### config.mk
export PLATFORM = sky130hd
export DESIGN_NAME = ram_fifo_ctrl
export DESIGN_NICKNAME = d
export VERILOG_FILES = /design/src/rtl/ram_fifo_ctrl_pkg.sv /design/src/rtl/ram_fifo_ctrl_ptr.sv /design/src/rtl/ram_fifo_ctrl.sv
export SDC_FILE = /design/constraint.sdc
export NUM_CORES = 1
export LEC_CHECK = 0
export ABC_AREA = 1
export BUFFER_PORTS_ARGS = -buffer_cell sky130_fd_sc_hd__buf_4
export CAP_MARGIN = 20
export CORE_ASPECT_RATIO = 1.1
export CORE_MARGIN = 1
export CORE_UTILIZATION = 48
export DETAILED_ROUTE_END_ITERATION = 8
export GPL_ROUTABILITY_DRIVEN = 0
export PLACE_DENSITY = 0.88
export SLEW_MARGIN = 20
export SYNTH_ARGS = -nofsm -noshare
export SYNTH_HDL_FRONTEND = slang
export SYNTH_SLANG_ARGS = --single-unit
### constraint.sdc
create_clock -name clk -period 8.3 [get_ports clk]
set_input_delay 0.83 -clock clk [delete_from_list [all_inputs] [get_ports clk]]
set_output_delay 0.83 -clock clk [all_outputs]
set_load 0.02 [all_outputs]
### src/rtl/ram_fifo_ctrl_pkg.sv
`default_nettype none
// +----------------------------------------------------------------------------+
// | Package    : fifo_pkg                                                      |
// | Description: Shared sizing constants and output-stage state type for the  |
// |              RAM-backed FIFO controller.                                   |
// | Revision   : 1.0 - initial release                                         |
// +----------------------------------------------------------------------------+
package fifo_pkg;

  localparam int DATA_W = 16;
  localparam int ADDR_W = 6;
  localparam int DEPTH  = 1 << ADDR_W;
  localparam int AF_TH  = 56;
  localparam int AE_TH  = 8;

  // IDLE: no word presented downstream; HOLD: RAM data_out carries a valid word
  typedef enum logic [0:0] {
    IDLE = 1'b0,
    HOLD = 1'b1
  } fifo_state_t;

endpackage
`default_nettype wire

### src/rtl/ram_fifo_ctrl_ptr.sv
`default_nettype none
// +----------------------------------------------------------------------------+
// | Module     : fifo_ptr                                                      |
// | Description: ADDR_W-bit wrapping address counter with enable and          |
// |              asynchronous active-high reset.                               |
// | Revision   : 1.0 - initial release                                         |
// +----------------------------------------------------------------------------+
module fifo_ptr #(
  parameter int ADDR_W = fifo_pkg::ADDR_W
) (
  input  logic              clk,
  input  logic              reset,
  input  logic              enable,
  output logic [ADDR_W-1:0] ptr
);

  localparam logic [ADDR_W-1:0] c_ONE = {{(ADDR_W-1){1'b0}}, 1'b1};

  logic [ADDR_W-1:0] r_ptr;

  // advance by one per enabled cycle; natural overflow gives the 63 -> 0 wrap
  always_ff @(posedge clk or posedge reset) begin
    if (reset) begin
      r_ptr <= '0;
    end else if (enable) begin
      r_ptr <= r_ptr + c_ONE;
    end
  end

  assign ptr = r_ptr;

endmodule
`default_nettype wire

### src/rtl/ram_fifo_ctrl.sv
`default_nettype none
// +----------------------------------------------------------------------------+
// | Module     : ram_fifo_ctrl                                                 |
// | Description: FIFO controller in front of a 64x16 single-clock RAM. Drives |
// |              the RAM write/read ports from a valid/ready push side and    |
// |              presents RAM data_out on a valid/ready pop side, hiding the  |
// |              RAM's one-cycle read latency.                                 |
// | Options    : FIFO_STATUS_EN adds almost_full/almost_empty/overflow/       |
// |              underflow outputs.                                            |
// | Revision   : 1.0 - initial release                                         |
// +----------------------------------------------------------------------------+
module ram_fifo_ctrl
  import fifo_pkg::*;
#(
  parameter int DATA_W = fifo_pkg::DATA_W,
  parameter int ADDR_W = fifo_pkg::ADDR_W,
  parameter int AF_TH  = fifo_pkg::AF_TH,
  parameter int AE_TH  = fifo_pkg::AE_TH
) (
  input  logic              clk,
  input  logic              reset,
  input  logic              in_valid,
  input  logic [DATA_W-1:0] in_data,
  output logic              in_ready,
  output logic              out_valid,
  input  logic              out_ready,
  output logic [DATA_W-1:0] out_data,
  output logic              ram_wr_enable,
  output logic [ADDR_W-1:0] ram_wr_adress,
  output logic [DATA_W-1:0] ram_data_in,
  output logic              ram_rd_enable,
  output logic [ADDR_W-1:0] ram_rd_adress,
  input  logic [DATA_W-1:0] ram_data_out,
  output logic [ADDR_W:0]   count
`ifdef FIFO_STATUS_EN
  ,
  output logic              almost_full,
  output logic              almost_empty,
  output logic              overflow,
  output logic              underflow
`endif
);

  localparam logic [ADDR_W:0] c_DEPTH   = (ADDR_W+1)'(1 << ADDR_W);
  localparam logic [ADDR_W:0] c_CNT_ONE = (ADDR_W+1)'(1);

  logic [ADDR_W-1:0] w_wr_ptr;
  logic [ADDR_W-1:0] w_rd_ptr;
  logic [ADDR_W:0]   r_mem_cnt;
  logic [ADDR_W:0]   w_mem_cnt_next;
  fifo_state_t       r_state;
  fifo_state_t       w_state_next;
  logic              w_push;
  logic              w_pop;
  logic              w_fetch;

  // The word parked on RAM data_out counts toward capacity, so the FIFO
  // holds at most DEPTH words in total and count never exceeds DEPTH.
  assign count    = r_mem_cnt + {{ADDR_W{1'b0}}, out_valid};
  assign in_ready = (count != c_DEPTH);

  // enables are masked by reset so nothing reaches the RAM while it is held
  assign w_push  = in_valid & in_ready & ~reset;
  assign w_pop   = out_valid & out_ready;
  assign w_fetch = (r_mem_cnt != '0) & (~out_valid | out_ready) & ~reset;

  fifo_ptr #(.ADDR_W(ADDR_W)) u_wr_ptr (
    .clk    (clk),
    .reset  (reset),
    .enable (w_push),
    .ptr    (w_wr_ptr)
  );

  fifo_ptr #(.ADDR_W(ADDR_W)) u_rd_ptr (
    .clk    (clk),
    .reset  (reset),
    .enable (w_fetch),
    .ptr    (w_rd_ptr)
  );

  // output-stage state and RAM-resident word count registers
  always_ff @(posedge clk or posedge reset) begin
    if (reset) begin
      r_state   <= IDLE;
      r_mem_cnt <= '0;
    end else begin
      r_state   <= w_state_next;
      r_mem_cnt <= w_mem_cnt_next;
    end
  end

  // next output state: a fetch loads data_out next cycle; a pop without a refill empties it
  always_comb begin
    w_state_next   = r_state;
    w_mem_cnt_next = r_mem_cnt;
    case (r_state)
      IDLE:    if (w_fetch) w_state_next = HOLD;
      HOLD:    if (w_pop && !w_fetch) w_state_next = IDLE;
      default: w_state_next = IDLE;
    endcase
    if (w_push && !w_fetch) begin
      w_mem_cnt_next = r_mem_cnt + c_CNT_ONE;
    end else if (!w_push && w_fetch) begin
      w_mem_cnt_next = r_mem_cnt - c_CNT_ONE;
    end
  end

  // outputs: valid follows state; RAM ports driven from pointers and handshake
  always_comb begin
    out_valid     = (r_state == HOLD);
    ram_wr_enable = w_push;
    ram_wr_adress = w_wr_ptr;
    ram_rd_enable = w_fetch;
    ram_rd_adress = w_rd_ptr;
    ram_data_in   = in_data;
    out_data      = ram_data_out;
  end

`ifdef FIFO_STATUS_EN
  localparam logic [ADDR_W:0] c_AF_TH = (ADDR_W+1)'(AF_TH);
  localparam logic [ADDR_W:0] c_AE_TH = (ADDR_W+1)'(AE_TH);

  logic [ADDR_W:0] w_count_next;

  // thresholds are evaluated on next-cycle occupancy so the registered flags track count
  assign w_count_next = w_mem_cnt_next + {{ADDR_W{1'b0}}, (w_state_next == HOLD)};

  // registered level flags plus sticky error flags cleared only by reset
  always_ff @(posedge clk or posedge reset) begin
    if (reset) begin
      almost_full  <= 1'b0;
      almost_empty <= 1'b1;
      overflow     <= 1'b0;
      underflow    <= 1'b0;
    end else begin
      almost_full  <= (w_count_next >= c_AF_TH);
      almost_empty <= (w_count_next <= c_AE_TH);
      overflow     <= overflow | (in_valid & ~in_ready);
      underflow    <= underflow | (out_ready & ~out_valid);
    end
  end
`endif

endmodule
`default_nettype wire

After elaboration in Yosys (flattened, before gate mapping):

Cells that the tools add are included.
Widths: inputs -> output; s select.

* bits in registers: 20
* bits in latches: 0
* bits in writable memories: 0
* bits in read-only memories: 0
* input port bits: 36
* memories kept: 0

* add/subtract/negate cells: 5
* $mul: 0
* divide/modulo/power cells: 0
* order comparisons: 0
* equal/unequal tests: 1
* shifts and indexed selects: 0
* mux-type cells: 5
* bitwise operators: 8
* reductions and logical operators: 7

Operator list (number)
* $mux 7: 2
* $add 6x1->6 const B: 2
* $add 7x1->7: 1
* $add 7x1->7 const B: 1
* $ne 7x7->1 const B: 1
* $reduce_bool 7->1: 1
* $sub 7x1->7 const B: 1
* $and 1x1->1: 5
* $logic_and 1x1->1: 3
* $logic_not 1->1: 2
* $mux 1: 2
* $not 1->1: 2
* $pmux 1 s2: 1
* $reduce_bool 2->1: 1
* $or 1x1->1: 1

Logic depth before layout (Yosys ltp):

Gate-level depths: netlist of the first run.

* word-level depth: 8
* gate-level depth with buffers: 22
* gate-level depth less buffers: 22

Modules after synthesis:

From an unflattened synthesis of the first run, not the netlist that was laid out.

* cells, all modules: 226
* area, all modules: 1611.5 µm²

By module, submodules not included
* ram_fifo_ctrl: times used 1, cells each 160, area an instance 1038.5 µm², seq. area each 200.2 µm²
* fifo_ptr: times used 2, cells each 33, area an instance 286.5 µm², seq. area each 150.1 µm²

Worst setup path before layout of the first run:

No wires, ideal clock.

* kind: register to register
* start point: register r_state (netlist: out_valid)
* end point: register r_mem_cnt[5]
* library setup time: 0.128 ns
* data arrival time: 3.258 ns
* path slack: 4.914 ns
* cell stages (with the launch flop): 20
* cells stage by stage: dfrtp_1 -> ha_1 -> ha_1 -> or2_2 -> nor2_1 -> nand2_1 -> nor2_4 -> nand2_4 -> nand3_4 -> inv_1 -> ha_1 -> inv_1 -> ha_1 -> nand2_1 -> nand2_1 -> nand2_1 -> nand3_1 -> xor2_1 -> nand2_1 -> o21ai_0

* cells in the longest elaborated chain, start to end: 7

Ends and longest elaborated chain
* from (decl): line ram_fifo_ctrl.sv:51 `fifo_state_t r_state;`
* from (signal assigned): line ram_fifo_ctrl.sv:87 `r_state <= w_state_next;`
* $add 7x1->7 (*): line ram_fifo_ctrl.sv:59 `assign count = r_mem_cnt + {{ADDR_W{1'b0}}, out_valid};`
* via count[1]: line ram_fifo_ctrl.sv:34 `output logic [ADDR_W:0] count`
* $ne 7x7->1 (*): line ram_fifo_ctrl.sv:60 `assign in_ready = (count != c_DEPTH);`
* via in_ready: line ram_fifo_ctrl.sv:24 `output logic in_ready,`
* $and 1x1->1 (*) (2 in a row): line ram_fifo_ctrl.sv:63 `assign w_push = in_valid & in_ready & ~reset;`
* via ram_wr_enable: line ram_fifo_ctrl.sv:28 `output logic ram_wr_enable,`
* $logic_not 1->1: line ram_fifo_ctrl.sv:103 `end else if (!w_push && w_fetch) begin`
* $logic_and 1x1->1: line ram_fifo_ctrl.sv:103
* $reduce_bool 2->1 (no source line)
* to (signal assigned): line ram_fifo_ctrl.sv:88 `r_mem_cnt <= w_mem_cnt_next;`
* to (decl): line ram_fifo_ctrl.sv:49 `logic [ADDR_W:0] r_mem_cnt;`

The timed path passes the listed nets; every way through them passes the cells marked *.
A chain may end at the register's enable or synchronous reset.

Worst setup path after layout of the first run:

* start point: register r_mem_cnt[0]
* end point: register r_mem_cnt[5]

* cells in the longest elaborated chain, start to end: 7

Ends and longest elaborated chain (line)
* $add 7x1->7: ram_fifo_ctrl.sv:59
* $ne 7x7->1: ram_fifo_ctrl.sv:60
* $and 1x1->1 (2 in a row): ram_fifo_ctrl.sv:63
* $logic_not 1->1: ram_fifo_ctrl.sv:103
* $logic_and 1x1->1: ram_fifo_ctrl.sv:103
* $reduce_bool 2->1 (no source line)

Parallel ways exist; a longest one is shown, timed or not. The select of a mux whose other input is x is not followed.

==> metrics.csv, run 1 <==
metric;value;unit
finalPower;0.000673;W
wl_per_cell;12.6;microns
ant_nets;0;
totalWireLength;3.06;mm
ff2ff_path_depth;19;
antenna_found_initial;0;
fin_skew;0.00193;ns
clk_pin_slew;0.12;ns
final_cell_mix;nand2_1 (56), buf_4 (26), inv_1 (21), dfrtp_1 (20), nor2_1 (11);
num_antenna_cells;0;
holdCritStartpoint;u_rd_ptr.ptr[4];
vias;1284;
whs;0.535;ns
power_leakage;0.875;nW
final-seq-area;500;sq um
postCtsSetupBuffers;0;
synth_area_per_cell;7.67;sq um
critPathLaunchType;flip-flop;
drv_slew;0;
drc_errors;10;
min_to;u_rd_ptr.ptr[4];
first_iter_violations;33;
yosysSeqAreaShare;30.6;%
clock_sinks;20;
tritoncts;yes;
power.density;400;nW/um^2
ys_ff_latch;20;
die_y;63.2;microns
dp_slack;4.66;ns
crit_type;reg -> reg;
placed_area;1630;sq um
cts_buffer_depth;2;
die_width;57.6;microns
ios;91;
rrSetupSlack;4.83;ns
grt_overflow_total;0;
met2_length;1.36;mm
violations;DRC;
multi_input_area;803;sq um
first_pass_iters;6;
synthCells;213;
core_area;3150;sq um
syn-cell-area;1630;sq um
critical_path.slowest_cell;dfrtp_1;
grt_pass1_wl;5.09;mm
synth-async-reset-ratio;100;%
io_buffer_count;26;
setup_viol;0;
grt_max_degree;28;
slew-limit-headroom;40.0;%
crit_buf_inv;2;
wirelength_met1;1.47;mm
stdcell_area;1680;sq um
worst_pin_slew;0.894;ns
area_growth;2.83;%
rsz0062_at_grt;false;
synth_cell_types;28;
min_period;3.47;ns
path_max_fanout;9;
dp_hpwl;2.36;mm
max_freq;289;MHz
timing.final.crit_share;41.8;%
worstPathCellList;ha_1 -> ha_1 -> or2_2 -> nor2_1 -> nand2_1 -> nor2_4 -> nand2_4 -> nand3_4 -> inv_1 -> ha_1 -> inv_1 -> ha_1 -> nand2_1 -> nand2_1 -> nand2_1 -> nand3_1 -> xor2_1 -> nand2_1 -> o21ai_0;
setup_ws;4.83;ns
holdCritPathClass;reg -> reg;
cts_made_buffers;3;
met3_length;221;microns
layout-drive-gt1-share;19.0;%
via_per_inst;5.26;
clkLatencyLatePin;0.30;ns
worstPathRequired;8.50;ns
crit_path_end_kind;flip-flop;
max-cap-violations;0;
fill_cells;304;
cp_top_family;simple AND/OR/NAND/NOR gates;
grt_pass1_vias;1101;
initial_core_util;51.8;%
synthFlopType;dfrtp_1;
r2r_start;r_mem_cnt[0];
top_layer_used;met4;
status;finished, violations left;
whs_path_depth;2;
vdd_ir_drop_max;156;uV
fin_nets;258;
hold_viol;0;
synthesis.nets;260;
grt_use_total;17.8;%
layout_commonest_cell;nand2_1;
path_common_cell;nand2_1;
setup-tns-final;0;ns
crit_arrival;3.66;ns
htreeDepth;1;
r2r_end;r_mem_cnt[5];
max_stage_delay;0.52;ns
cts_root_buf;clkbuf_4;
rows;21;
die-area;3640;sq um
ys_warn_count;0;
ctsResizeCount;0;
hold_buffers;0;
synth_edf_count;0;
==> power breakdown <==
part           internal, W  switching, W   total, W
registers         0.000138     0.0000615   0.000199
clock network    0.0000488     0.0000320  0.0000808
logic             0.000162      0.000230   0.000393
==> layout make-up <==
type,count,area share [%]
well taps,34,2.53
multi-input cells,137,47.8
flip-flops and latches,20,29.8
clock buffers,3,1.34
inverters,23,5.14
clock inverters,1,1.79
repair buffers,26,11.6
==> Yosys cell counts (4+ instances only) <==
master | number | area share, %
a21oi_1 | 4 | 1.2
buf_4 | 32 | 15
dfrtp_1 | 20 | 31
ha_1 | 10 | 7.7
inv_1 | 21 | 4.8
nand2_1 | 56 | 13
nand3_1 | 10 | 3.1
nand4_1 | 8 | 3.1
nor2_1 | 11 | 2.5
o21ai_0 | 5 | 1.5
xnor2_1 | 6 | 3.2
xor2_1 | 5 | 2.7
==> layer usage <==
| metal | GRT usage, % | up-vias |
|---|---|---|
| li1 | - | 656 |
| met1 | 25.9 | 574 |
| met2 | 27.5 | 50 |
| met3 | 3.29 | 4 |
| met4 | 3.66 | 0 |
| met5 | 0 | - |
==> worst max-delay path by stage <==
stage                     cells after the start  slack (ns)    startpoint            to
final                                        19        4.83  r_mem_cnt[0]  r_mem_cnt[5]
after global routing                         17        4.54  r_mem_cnt[0]  r_mem_cnt[4]
after CTS                                    19        4.83  r_mem_cnt[0]  r_mem_cnt[5]
after detailed placement                     14        4.66         reset  r_mem_cnt[5]
after global placement                       14        4.77         reset  r_mem_cnt[5]
after floorplan                              19        4.91     out_valid  r_mem_cnt[5]
==> registers in the layout, indices dropped and copies added, names as in the netlist <==
register and count:
r_mem_cnt 7, u_rd_ptr.ptr 6, u_wr_ptr.ptr 6, out_valid 1
==> worst reg2reg max path, delay by kind of cell (launching register included) <==
family,cells,cell delay (ns)
AO/OA/AOI/OAI,1,0.08
XOR/XNOR,1,0.15
adder cells (fa/ha/maj),4,1.17
buffers and inverters,2,0.27
flip-flops,1,0.52
AND/OR/NAND/NOR,11,1.18
==> cell families (layout without fill, tap and decap cells) <==
logic type | after synthesis | count (layout) | synth area share (%)
and+or+nand+nor | 98 | 98 | 28.6
buffers and inverters | 56 | 53 | 20.2
DFF | 20 | 20 | 30.6
AOI/OAI and AO/OA | 17 | 17 | 5.82
adders and majority gates | 11 | 11 | 8.88
xor gates and xnor gates | 11 | 11 | 5.90
==> per-stage QoR <==
step	instances	util, %
5_1_grt	244	53.3
3_3_place_gp	240	51.6
6_report	244	53.3
4_1_cts	244	53.3
3_5_place_dp	240	51.6
2_1_floorplan	213	-
Power figures use the tool's default switching activity.
==> run 2: changes to the inputs <==
Settings changed: CORE_UTILIZATION 48 to 40, PLACE_DENSITY 0.88 to 0.78.
Clock period 8.3 ns to 3 ns, I/O delays scaled along.
==> run 2 against run 1 <==
- the run now ends clean
- combinational power rose to 3.2 times the previous value
- worst hold slack worse by 0.35 ns
- total power rose to 3.1 times the previous value
- sequential power rose to 2.8 times the previous value
- die area up 19%
- first-iteration DRC count up 91%
- via count up 4.3%
- critical path type unchanged
- critical endpoint is now r_mem_cnt[3]
==> metrics.csv, run 2 (same netlist as run 1, synthesis figures left out) <==
metric;value;unit
num_antenna_cells;0;
holdCritPathClass;in -> async;
cts_buffer_depth;2;
grt_overflow_total;0;
multi_input_area;895;sq um
tritoncts;yes;
rsz0062_at_grt;false;
clkLatencyLatePin;0.27;ns
grt_pass1_vias;1202;
p_comb_share;60.0;%
ant_nets;0;
power.share.sequential;26.6;%
totalWireLength;3.43;mm
initial_core_util;41.5;%
core_area;3930;sq um
crit_type;reg -> reg;
status;completed;
setup_viol;0;
first_pass_iters;4;
htreeDepth;1;
final-seq-area;503;sq um
hold_buffers;0;
layout_commonest_cell;nand2_1;
vias;1339;
final_cell_mix;nand2_1 (56), buf_4 (33), inv_1 (19), dfrtp_1 (18);
io_buffer_count;26;
die_width;62.9;microns
power_leakage;0.915;nW
crit_buf_inv;2;
critical_path.slowest_cell;dfrtp_2;
via_per_inst;4.98;
switching_share;46.1;%
cts_root_buf;clkbuf_8;
grt_use_total;16.6;%
power.density;1100;nW/um^2
worstPathCellList;ha_4 -> ha_4 -> or2_2 -> nor2_1 -> nand2_1 -> nor2_4 -> nand2_4 -> nand3_4 -> inv_2 -> ha_2 -> clkinv_4 -> ha_4 -> nand2_1 -> nand2_1 -> a31oi_1 -> nand2_1 -> nand2_1 -> o22ai_1;
fin_nets;265;
path_max_fanout;7;
vdd_ir_drop_max;323;uV
max_flop_register;r_mem_cnt;
grt_pass1_wl;5.69;mm
timing.final.crit_share;95.1;%
max_freq;351;MHz
ios;91;
clock_sinks;20;
max-cap-violations;0;
setup-tns-final;0;ns
rows;24;
max_stage_delay;0.44;ns
largest_reg_flops;7;
critPathLaunchType;flip-flop;
wl_per_cell;12.8;microns
die-area;4350;sq um
first_iter_violations;63;
whs;0.182;ns
crit_arrival;3.00;ns
dp_hpwl;2.60;mm
slew-limit-headroom;76.6;%
area_growth;14.6;%
die_y;69.0;microns
cp_top_family;simple AND/OR/NAND/NOR gates;
grt_max_degree;27;
drc_errors;0;
p_int;0.00111;W
clk_pin_slew;0.08;ns
worstPathRequired;3.15;ns
crit_path_end_kind;flip-flop;
fin_skew;0.00792;ns
path_common_cell;nand2_1;
clkPwrFrac;13.4;%
fill_cells;379;
layout-drive-gt1-share;28.1;%
hold_viol;0;
cts_made_buffers;3;
p_sw;0.000953;W
worst_pin_slew;0.351;ns
drv_slew;0;
antenna_found_initial;0;
min_period;2.85;ns
[run 2: cell types whose count changed in the layout (fill, tap and decap cells not counted), moves of 2 or more]
cell and change:
ha_1 -7, clkbuf_4 -3, ha_4 +6, buf_4 +7, inv_1 -2, dfrtp_1 -2, clkbuf_8 +3, dfrtp_2 +2
[run 2: tightest hold or removal path, stage by stage]
cell and delay [ns]:
buf_4 0.14, clkinv_1 0.09, buf_4 0.32
[run 2: final cells by class]
class,count,area share (%)
clock buffers,3,2.20
inverters,23,4.88
clock inverters,1,1.60
flip-flops and latches,20,26.9
multi-input cells,137,47.8
well taps,52,3.47
repair buffers,33,13.2
[run 2: path summary, 6_finish.rpt]
check | startpoint | to | slack (ns) | cells past startpoint
max | out_valid | r_mem_cnt[3] | 0.15 | 18
min | reset | u_wr_ptr.ptr[3] | 0.18 | 3
max reg2reg | out_valid | r_mem_cnt[3] | 0.15 | 18
min reg2reg | u_rd_ptr.ptr[4] | u_rd_ptr.ptr[4] | 0.53 | 2
max in group asynchronous | reset | out_valid | 2.55 | 3
min in group clk | out_ready | out_valid | 0.33 | 4
[run 2: timing repair]
item / in CTS / in global routing
buffers inserted: 0 / 4
setup endpoints to repair: 2 / 3
pin swaps: 0 / 2
gates resized for setup: 2 / 2
[run 2: routing by layer]
layer / vias to the layer above / GRT usage [%] / share of wire (%)
met2: 42 / 25.1 / 46
met5: - / 0 / 0
met1: 623 / 22.2 / 46
met4: 0 / 7.49 / 1.9
li1: 665 / - / -
met3: 9 / 3.81 / 5.4
[run 2: per-stage QoR]
| step | utilization, % | total power (W) | worst slack, ns | area, sq um | std cells |
|---|---|---|---|---|---|
| 4_1_cts | 46.8 | 0.00207 | 0.0589 | 1840 | 265 |
| 6_report | 47.6 | 0.00207 | 0.148 | 1870 | 269 |
| 3_3_place_gp | 44.8 | 0.00174 | 0.117 | 1760 | 261 |
| 3_5_place_dp | 44.8 | 0.00177 | 0.00443 | 1760 | 261 |
| 5_1_grt | 47.6 | 0.00223 | 0.00412 | 1870 | 269 |
| 2_1_floorplan | - | 0.00145 | 0.0111 | 1720 | 213 |
[run 2: power groups by stage]
stage	clock network, W	registers [W]	logic (W)
2_1_floorplan	0	0.000616	0.000834
3_3_place_gp	0	0.000552	0.00119
3_5_place_dp	0	0.000556	0.00122
4_1_cts	0.000282	0.000552	0.00123
5_1_grt	0.000293	0.000572	0.00137
6_report	0.000276	0.000550	0.00124
